**config.mk**
```make
export PLATFORM = sky130hd
export DESIGN_NAME = xbus_select_sequencer
export DESIGN_NICKNAME = d
export VERILOG_FILES = /design/src/rtl/xbus_select_sequencer_pkg.sv /design/src/rtl/xbus_select_sequencer_sel_cycle_counter.sv /design/src/rtl/xbus_select_sequencer.sv
export SDC_FILE = /design/constraint.sdc
export NUM_CORES = 1
export LEC_CHECK = 0
export ABC_AREA = 1
export CORE_MARGIN = 1.5
export CORE_UTILIZATION = 51
export DETAILED_ROUTE_END_ITERATION = 8
export PLACE_DENSITY_LB_ADDON = 0.1
export SYNTH_ARGS = -nofsm -noshare
export SYNTH_HDL_FRONTEND = slang
export SYNTH_HIERARCHICAL = 1
export SYNTH_SLANG_ARGS = --single-unit
export TNS_END_PERCENT = 5
```
**constraint.sdc**
```tcl
create_clock -name clk -period 2.5 [get_ports clk]
set_clock_uncertainty 0.1 [all_clocks]
set_input_delay 0.75 -clock clk [delete_from_list [all_inputs] [get_ports clk]]
set_output_delay 0.75 -clock clk [all_outputs]
set_load 0.05 [all_outputs]
```
**src/rtl/xbus_select_sequencer_pkg.sv**
```systemverilog
// Shared definitions for the decoder select sequencer: state encoding,
// decoder enable patterns and the phase-counter width rule.
package xbus_select_sequencer_pkg;

  typedef enum logic [1:0] {
    ST_IDLE   = 2'd0,
    ST_SETUP  = 2'd1,
    ST_STROBE = 2'd2,
    ST_HOLD   = 2'd3
  } seq_state_t;

  // {g1, g2a_n, g2b_n}
  localparam logic [2:0] ENABLES_OFF = 3'b011;
  localparam logic [2:0] ENABLES_ON  = 3'b100;

  // The counter is loaded with (cycles - 1), so clog2 of the longest phase suffices.
  function automatic int cnt_width(input int len_w, input int setup_cyc, input int hold_cyc);
    int longest;
    int w;
    longest = (setup_cyc > hold_cyc) ? setup_cyc : hold_cyc;
    w = (longest > 1) ? $clog2(longest) : 1;
    return (len_w > w) ? len_w : w;
  endfunction

endpackage

```
**src/rtl/xbus_select_sequencer_sel_cycle_counter.sv**
```systemverilog
// Loadable down-counter shared by the setup, strobe and hold phases; it
// saturates at zero and flags it.
module sel_cycle_counter #(
  parameter int W = 4
) (
  input  logic         clk,
  input  logic         reset,
  input  logic         load,
  input  logic [W-1:0] load_val,
  input  logic         dec,
  output logic         zero
);

  logic [W-1:0] count;

  // load has priority over decrement
  always_ff @(posedge clk or posedge reset) begin
    if (reset) begin
      count <= '0;
    end else if (load) begin
      count <= load_val;
    end else if (dec && (count != '0)) begin
      count <= count - {{(W-1){1'b0}}, 1'b1};
    end else begin
      count <= count;
    end
  end

  assign zero = (count == '0);

endmodule

```
**src/rtl/xbus_select_sequencer.sv**
```systemverilog
// Setup / strobe / hold sequencer driving a 3-to-8 select decoder; exactly one
// enable strobe per accepted request, address only changes while disabled.
module xbus_select_sequencer
  import xbus_select_sequencer_pkg::*;
#(
  parameter int SETUP_CYC = 1,
  parameter int HOLD_CYC  = 1,
  parameter int LEN_W     = 4
) (
  input  logic             clk,
  input  logic             reset,
  input  logic             req_valid,
  output logic             req_ready,
  input  logic [2:0]       req_dev,
  input  logic [LEN_W-1:0] req_len,
  input  logic             dev_wait,
  output logic             sel_a,
  output logic             sel_b,
  output logic             sel_c,
  output logic             sel_g1,
  output logic             sel_g2a_n,
  output logic             sel_g2b_n,
  output logic             busy,
  output logic             done
);

  localparam int CW = cnt_width(LEN_W, SETUP_CYC, HOLD_CYC);
  localparam logic [CW-1:0] SETUP_LOAD = (SETUP_CYC > 0) ? CW'(SETUP_CYC - 1) : '0;
  localparam logic [CW-1:0] HOLD_LOAD  = (HOLD_CYC > 0)  ? CW'(HOLD_CYC - 1)  : '0;

  seq_state_t       state;
  logic [LEN_W-1:0] len_m1;
  logic [LEN_W-1:0] eff_len_m1;
  logic             accept;
  logic             strobe_end;
  logic             cnt_zero;
  logic             cnt_load;
  logic             cnt_dec;
  logic [CW-1:0]    cnt_val;

  // A zero length is treated as a single strobe cycle
  assign eff_len_m1 = (req_len == '0) ? '0 : (req_len - LEN_W'(1));
  assign accept     = req_valid && req_ready;
  assign strobe_end = (state == ST_STROBE) && cnt_zero && !dev_wait;

  // Counter control: reload on entry to each phase, otherwise count down
  always_comb begin
    cnt_load = 1'b0;
    cnt_dec  = 1'b0;
    cnt_val  = '0;
    case (state)
      ST_IDLE: begin
        if (accept) begin
          cnt_load = 1'b1;
          if (SETUP_CYC > 0) begin
            cnt_val = SETUP_LOAD;
          end else begin
            cnt_val = CW'(eff_len_m1);
          end
        end else begin
          cnt_load = 1'b0;
        end
      end
      ST_SETUP: begin
        if (cnt_zero) begin
          cnt_load = 1'b1;
          cnt_val  = CW'(len_m1);
        end else begin
          cnt_dec = 1'b1;
        end
      end
      ST_STROBE: begin
        if (strobe_end && (HOLD_CYC > 0)) begin
          cnt_load = 1'b1;
          cnt_val  = HOLD_LOAD;
        end else begin
          cnt_dec = !cnt_zero;
        end
      end
      ST_HOLD: begin
        cnt_dec = !cnt_zero;
      end
      default: begin
        cnt_load = 1'b0;
      end
    endcase
  end

  sel_cycle_counter #(.W(CW)) u_cnt (
    .clk      (clk),
    .reset    (reset),
    .load     (cnt_load),
    .load_val (cnt_val),
    .dec      (cnt_dec),
    .zero     (cnt_zero)
  );

  // Sequencer FSM; outputs are set from the state being entered
  always_ff @(posedge clk or posedge reset) begin
    if (reset) begin
      state                            <= ST_IDLE;
      len_m1                           <= '0;
      {sel_c, sel_b, sel_a}            <= 3'b000;
      {sel_g1, sel_g2a_n, sel_g2b_n}   <= ENABLES_OFF;
      req_ready                        <= 1'b1;
      busy                             <= 1'b0;
      done                             <= 1'b0;
    end else begin
      done <= 1'b0;
      case (state)
        ST_IDLE: begin
          if (accept) begin
            len_m1                <= eff_len_m1;
            {sel_c, sel_b, sel_a} <= req_dev;
            busy                  <= 1'b1;
            req_ready             <= 1'b0;
            if (SETUP_CYC > 0) begin
              state                          <= ST_SETUP;
              {sel_g1, sel_g2a_n, sel_g2b_n} <= ENABLES_OFF;
            end else begin
              state                          <= ST_STROBE;
              {sel_g1, sel_g2a_n, sel_g2b_n} <= ENABLES_ON;
            end
          end
        end
        ST_SETUP: begin
          if (cnt_zero) begin
            state                          <= ST_STROBE;
            {sel_g1, sel_g2a_n, sel_g2b_n} <= ENABLES_ON;
          end
        end
        ST_STROBE: begin
          if (strobe_end) begin
            {sel_g1, sel_g2a_n, sel_g2b_n} <= ENABLES_OFF;
            if (HOLD_CYC > 0) begin
              state <= ST_HOLD;
            end else begin
              state     <= ST_IDLE;
              busy      <= 1'b0;
              req_ready <= 1'b1;
              done      <= 1'b1;
            end
          end
        end
        ST_HOLD: begin
          if (cnt_zero) begin
            state     <= ST_IDLE;
            busy      <= 1'b0;
            req_ready <= 1'b1;
            done      <= 1'b1;
          end
        end
        default: begin
          state                          <= ST_IDLE;
          {sel_g1, sel_g2a_n, sel_g2b_n} <= ENABLES_OFF;
          busy                           <= 1'b0;
          req_ready                      <= 1'b1;
        end
      endcase
    end
  end

endmodule

```
==> impl_metrics.py, run 1 <==
metrics = {
    "run_status": {
        "outcome": "completed",
    },
    "final_layout": {
        "diodes": 0,
        "final_area_sq_um": 1356,
        "nets": 194,
        "areaGrowthSynthToFinish_pct": 22.62,
        "utilization_pct": 67.75,
        "drive_above_1_share_pct": 13.71,
    },
    "synth": {
        "synth-seq-area-share_pct": 40.95,
        "synthTopCellsByCount": "nand2_1, inv_1, dfrtp_1",
        "yosysTopAreaCell": "dfrtp_1",
        "synthesis.nets": 169,
        "syn_inst": 151,
        "async_flop_share_pct": 100.0,
        "synth_edf_count": 0,
        "synth_cell_types": 23,
        "synth.avg_cell_area_sq_um": 7.325,
        "synth_top_flop_cell": "dfrtp_1",
        "synth_top_area_share_pct": 36.20,
        "synth_area_sq_um": 1106,
        "synth.area.top_cells": "dfrtp_1, nand2_1, ha_1, inv_1, dfstp_2",
        "yosysMostFrequentCell": "nand2_1",
        "ys_ff_latch": 18,
        "yosysWarnings": 6,
    },
    "timing": {
        "fin_crit_ns": 2.309,
        "finalMaxSlewViolations": 0,
        "max-slew-margin-rel_pct": 63.47,
        "rsz0062_at_grt": "false",
        "worst_slack_ns": 0.1911,
        "period_share_pct": 92.36,
        "hold_ws_ns": 0.3888,
        "finalHoldViolations": 0,
        "fmax_mhz": 433.1,
        "tns_ns": 0,
        "tightest_slew_ns": 0.5473,
        "finalSetupViolCount": 0,
    },
    "pwr": {
        "p_leak_nw": 0.7374,
        "vdd_drop_max_mv": 0.2413,
        "powerDensity_nw_per_um2": 345.4,
    },
    "worst_setup_path": {
        "crit_path_start_kind": "flop",
        "worstSetupPathType": "reg2out",
        "worst_path_max_delay_cell": "clkdlybuf4s50_1",
        "crit_fanout": 2,
        "endpoint_kind": "primary output",
        "required_ns": 1.65,
        "crit_chain": "clkdlybuf4s50_1",
        "cpPeakStageDelay_ns": 0.81,
        "crit_arrival_ns": 1.46,
        "critical_path.top_delay_family": "buffers and inverters",
        "crit_buf_inv": 1,
    },
    "placed_design": {
        "place_ws_ns": 0.3275,
        "io_buffers": 19,
        "dpl.hpwl_mm": 1.743,
        "place_congestion": 0.8819,
        "postPlaceCellArea_sq_um": 1330,
    },
    "cts": {
        "clockBufferDepth": 2,
        "path_clk_slew_ns": 0.10,
        "cts_resized": 0,
        "ctsHoldBuffers": 0,
        "post_cts.repair.setup_buffers": 0,
        "clock_latency_ns": 0.29,
        "root_buffer": "clkbuf_4",
        "h-tree-depth": 1,
        "cts_buffers": 3,
        "cts_tree": "yes",
        "clkSinkCount": 18,
    },
    "route": {
        "wl_mm": 2.139,
        "dr.pass1.iters": 5,
        "drt_iter0_drc": 16,
        "ant_nets": 0,
        "vias": 1009,
        "wl_per_cell_um": 10.59,
        "drt-vias-per-instance": 4.995,
        "drc": 0,
    },
    "global_routing": {
        "grt_pass1_wl_mm": 3.836,
        "gr-total-overflow": 0,
        "grt_max_degree": 15,
        "antenna_found_initial": 0,
        "grt_pass1_vias": 921,
        "grt_use_total_pct": 20.31,
    },
    "die": {
        "die_w_um": 49.57,
        "ioPinCount": 20,
        "die_h_um": 49.57,
        "std_cell_rows": 16,
        "start_util_pct": 55.25,
        "fp.coreArea_sq_um": 2002,
        "die_area_sq_um": 2457,
    },
    "flow_run": {
        "drv_cap": 0,
    },
    "hold_path": {
        "hold_path_class": "reg2reg",
    },
}
[state kept, by name (all words and copies together), names as in the netlist]
register     cells
sel_b            1
u_cnt/count      4
len_m1           4
sel_c            1
done             1
state            2
sel_a            1
busy             1
sel_g1           1
sel_g2b_n        1
req_ready        1
[layer usage]
metal | wire length, um | track usage, %
met1 | 994 | 26.38
met2 | 1065 | 33.78
met3 | 67 | 3.939
met4 | 12 | 6.944
met5 | 0 | 0
[placed cells by master, fill, tap and decap left out, drive strengths merged]
master	count
nand3b	3
o22ai	1
or2	1
nor2	9
a31oi	1
dfstp	2
o211ai	1
a21oi	2
dfrtp	16
buf	5
nand3	11
clkinv	2
ha	7
o21ai	7
clkbuf	4
nand2	66
inv	21
clkdlybuf4s50	16
[area by class of cell]
cell class / count / area [sq um]
Fill cell: 186 / 645.6
Sequential cell: 18 / 452.9
Clock buffer: 4 / 26.28
Multi-Input combinational cell: 109 / 554.3
Tap cell: 27 / 33.78
Inverter: 23 / 91.34
Timing Repair Buffer: 21 / 197.7
[final timing paths]
kind                       cells after the start                    endpoint                  startpoint  slack, ns
max in group asynchronous                      2       sel_g2b_n$_DFFE_PP1P_                       reset       1.20
min                                            2            busy$_DFFE_PP0P_            busy$_DFFE_PP0P_       0.39
min reg2reg                                    2            busy$_DFFE_PP0P_            busy$_DFFE_PP0P_       0.39
max reg2reg                                   12  u_cnt/count[3]$_DFFE_PP0P_  u_cnt/count[0]$_DFFE_PP0P_       0.57
min in group asynchronous                      2  u_cnt/count[1]$_DFFE_PP0P_                       reset       0.55
max                                            1                       sel_a           sel_a$_DFFE_PP0P_       0.19
[report_power, final]
group / internal (mW) / total [mW] / leakage [nW] / switching (mW)
clock: 0.0619 / 0.148 / 0.0150 / 0.0860
combinational: 0.0159 / 0.0293 / 0.494 / 0.0134
sequential: 0.291 / 0.291 / 0.229 / 0
total: 0.369 / 0.468 / 0.737 / 0.0994
[per-stage QoR]
step                      instances  total power, mW
after global placement          198           0.3254
after CTS                       202           0.4744
after detailed placement        198           0.3267
final                           202           0.4684
after global routing            202           0.4899
after floorplan                 151           0.3058
[cell families (layout without fill, tap and decap cells)]
kind of cell               Yosys count  after routing  synth area share (%)
AOI/OAI and AO/OA                   12             12                 6.448
and+or+nand+nor                     90             90                 35.75
DFF                                 18             18                 40.95
buffers and inverters               24             48                 8.936
adders and majority gates            7              7                 7.918
No activity file was read; power rests on OpenSTA's default activity.
==> inputs of run 2 (changes only) <==
--- a/config.mk
+++ b/config.mk
@@ -7,11 +7,10 @@
 export LEC_CHECK = 0
 export ABC_AREA = 1
 export CORE_MARGIN = 1.5
-export CORE_UTILIZATION = 51
+export CORE_UTILIZATION = 50
 export DETAILED_ROUTE_END_ITERATION = 8
 export PLACE_DENSITY_LB_ADDON = 0.1
 export SYNTH_ARGS = -nofsm -noshare
 export SYNTH_HDL_FRONTEND = slang
-export SYNTH_HIERARCHICAL = 1
 export SYNTH_SLANG_ARGS = --single-unit
 export TNS_END_PERCENT = 5
==> impl_metrics.py, run 2 <==
metrics = {
    "run_status": {
        "outcome": "completed",
    },
    "cts": {
        "root_buffer": "clkbuf_4",
        "path_clk_slew_ns": 0.11,
        "clock_latency_ns": 0.29,
        "post_cts.repair.setup_buffers": 0,
        "cts_buffers": 3,
        "clockBufferDepth": 2,
        "cts_tree": "yes",
        "cts_resized": 0,
        "clkSinkCount": 18,
        "h-tree-depth": 1,
        "ctsHoldBuffers": 0,
    },
    "final_layout": {
        "drive_above_1_share_pct": 14.19,
        "final_cell_mix": "nand2_1, dfrtp_1, clkdlybuf4s50_1",
        "diodes": 0,
        "fillCellCount": 186,
        "final_cells": 175,
        "utilization_pct": 65.31,
        "final_area_sq_um": 1281,
        "nets": 167,
        "reg.largest.list": "len_m1 (4), u_cnt.count (4), state (2)",
        "areaGrowthSynthToFinish_pct": 23.67,
        "layout_commonest_cell": "nand2_1",
    },
    "worst_setup_path": {
        "crit_path_start_kind": "flop",
        "cpPeakStageDelay_ns": 0.81,
        "ff2ff_setup_slack_ns": 0.84,
        "critical_path.top_delay_family": "buffers and inverters",
        "required_ns": 1.65,
        "reg2reg_depth": 9,
        "crit_buf_inv": 1,
        "worstSetupPathType": "reg2out",
        "endpoint_kind": "primary output",
        "crit_chain": "clkdlybuf4s50_1",
        "r2r_start": "state[0]$_DFFE_PP0P_",
        "crit_arrival_ns": 1.47,
        "worst_path_max_delay_cell": "clkdlybuf4s50_1",
        "crit_fanout": 2,
        "r2r_end": "u_cnt.count[2]$_DFFE_PP0P_",
    },
    "synth": {
        "ys_ff_latch": 18,
        "synth_area_sq_um": 1036,
        "synth_cell_types": 25,
        "synth.area.top_cells": "dfrtp_1, nand2_1, ha_1, dfstp_2, inv_1",
        "synth-seq-area-share_pct": 43.72,
        "syn_inst": 126,
        "synth_edf_count": 0,
        "yosysMostFrequentCell": "nand2_1",
        "async_flop_share_pct": 100.0,
        "synthesis.nets": 144,
        "synth.avg_cell_area_sq_um": 8.222,
        "yosysTopAreaCell": "dfrtp_1",
        "synth_top_area_share_pct": 38.65,
        "synthTopCellsByCount": "nand2_1, dfrtp_1, inv_1",
        "synth_top_flop_cell": "dfrtp_1",
        "yosysWarnings": 0,
    },
    "die": {
        "fp.coreArea_sq_um": 1962,
        "start_util_pct": 52.81,
        "die_area_sq_um": 2354,
        "die_h_um": 48.52,
        "die_w_um": 48.52,
        "std_cell_rows": 16,
        "ioPinCount": 20,
    },
    "hold_path": {
        "min_path_cells": 2,
        "min_to": "sel_g2b_n$_DFFE_PP1P_",
        "min-delay-start": "sel_g2b_n$_DFFE_PP1P_",
        "hold_path_class": "reg2reg",
    },
    "placed_design": {
        "place_congestion": 0.7862,
        "place_ws_ns": 0.3500,
        "io_buffers": 19,
        "dpl.hpwl_mm": 1.503,
        "place_inst": 171,
        "postPlaceCellArea_sq_um": 1245,
    },
    "flow_run": {
        "drv_cap": 0,
    },
    "timing": {
        "hold_ws_ns": 0.3890,
        "finalMaxSlewViolations": 0,
        "tns_ns": 0,
        "max-slew-margin-rel_pct": 53.59,
        "fin_crit_ns": 2.321,
        "tightest_slew_ns": 0.6954,
        "rsz0062_at_grt": "false",
        "finalHoldViolations": 0,
        "finalSetupViolCount": 0,
        "period_share_pct": 92.85,
        "worst_slack_ns": 0.1787,
        "fmax_mhz": 430.8,
    },
    "route": {
        "drc": 0,
        "drt_iter0_drc": 12,
        "wl_per_cell_um": 10.82,
        "drt-vias-per-instance": 4.874,
        "ant_nets": 0,
        "vias": 853,
        "dr.pass1.iters": 4,
        "wl_mm": 1.894,
    },
    "global_routing": {
        "grt_pass1_wl_mm": 3.305,
        "grt_pass1_vias": 804,
        "grt_use_total_pct": 17.58,
        "grt_max_degree": 19,
        "antenna_found_initial": 0,
        "gr-total-overflow": 0,
    },
    "pwr": {
        "power_mw": 0.5014,
        "p_leak_nw": 0.6424,
        "vdd_drop_max_mv": 0.3242,
        "powerDensity_nw_per_um2": 391.4,
    },
}
run 2: cell types whose count changed in the layout (fill, tap and decap cells not counted), moves of 2 or more:
cell,before,now
nand2_1,61,37
inv_1,18,14
o21ai_1,1,5
nand3b_1,3,0
buf_4,5,3
inv_2,3,1
nand2_4,1,3
nand3_1,9,7
nand4_1,0,2
xnor2_1,0,2
run 2: area by class of cell:
class                   instances  area (sq um)  area share (%)
clock buffers                   4         36.28           2.832
well taps                      27         33.78           2.637
multi-input cells              92         519.2           40.53
repair buffers                 19         182.7           14.26
inverters                      15         56.30           4.395
flip-flops and latches         18         452.9           35.35
run 2: worst max-delay path by stage:
stage	cells past startpoint	startpoint	slack, ns	endpoint
after floorplan	1	sel_g2b_n$_DFFE_PP1P_	0.72	sel_g2b_n
after global placement	8	req_valid	0.41	u_cnt.count[2]$_DFFE_PP0P_
after detailed placement	4	req_len[0]	0.35	len_m1[0]$_DFFE_PP0P_
after CTS	1	busy$_DFFE_PP0P_	0.18	busy
after global routing	1	busy$_DFFE_PP0P_	0.12	busy
final	1	busy$_DFFE_PP0P_	0.18	busy
run 2: kinds of logic after synthesis:
kind of cell / after synthesis / synth area share (%)
and+or+nand+nor: 66 / 30.80
xor gates and xnor gates: 3 / 2.537
adders and majority gates: 7 / 8.454
buffers and inverters: 16 / 6.159
DFF: 18 / 43.72
AOI/OAI and AO/OA: 16 / 8.334
run 2: per-layer routing:
metal / part of all wire, % / vias up / global-route usage, % / wire length, um
met4: 0 / 0 / 2.857 / 0
met5: 0 / - / 0 / 0
met1: 49 / 391 / 23.68 / 920
li1: - / 445 / - / -
met3: 2.9 / 0 / 3.704 / 55
met2: 48 / 17 / 29.86 / 918
run 2: worst reg2reg max path, cell delays in order, from the launching register on:
cell and delay (ns):
dfrtp_1 0.45, inv_1 0.12, ha_1 0.22, nand3_2 0.19, nand3_2 0.18, nand2_4 0.09
nand2_4 0.07, inv_2 0.04, nand2_1 0.05, nand2_1 0.05
run 2: power breakdown:
group          internal [mW]  switching [mW]  leakage (nW)  total, mW
registers              0.291               0         0.218      0.291
logic                 0.0160          0.0121         0.403     0.0281
clock network         0.0886          0.0935        0.0210      0.182
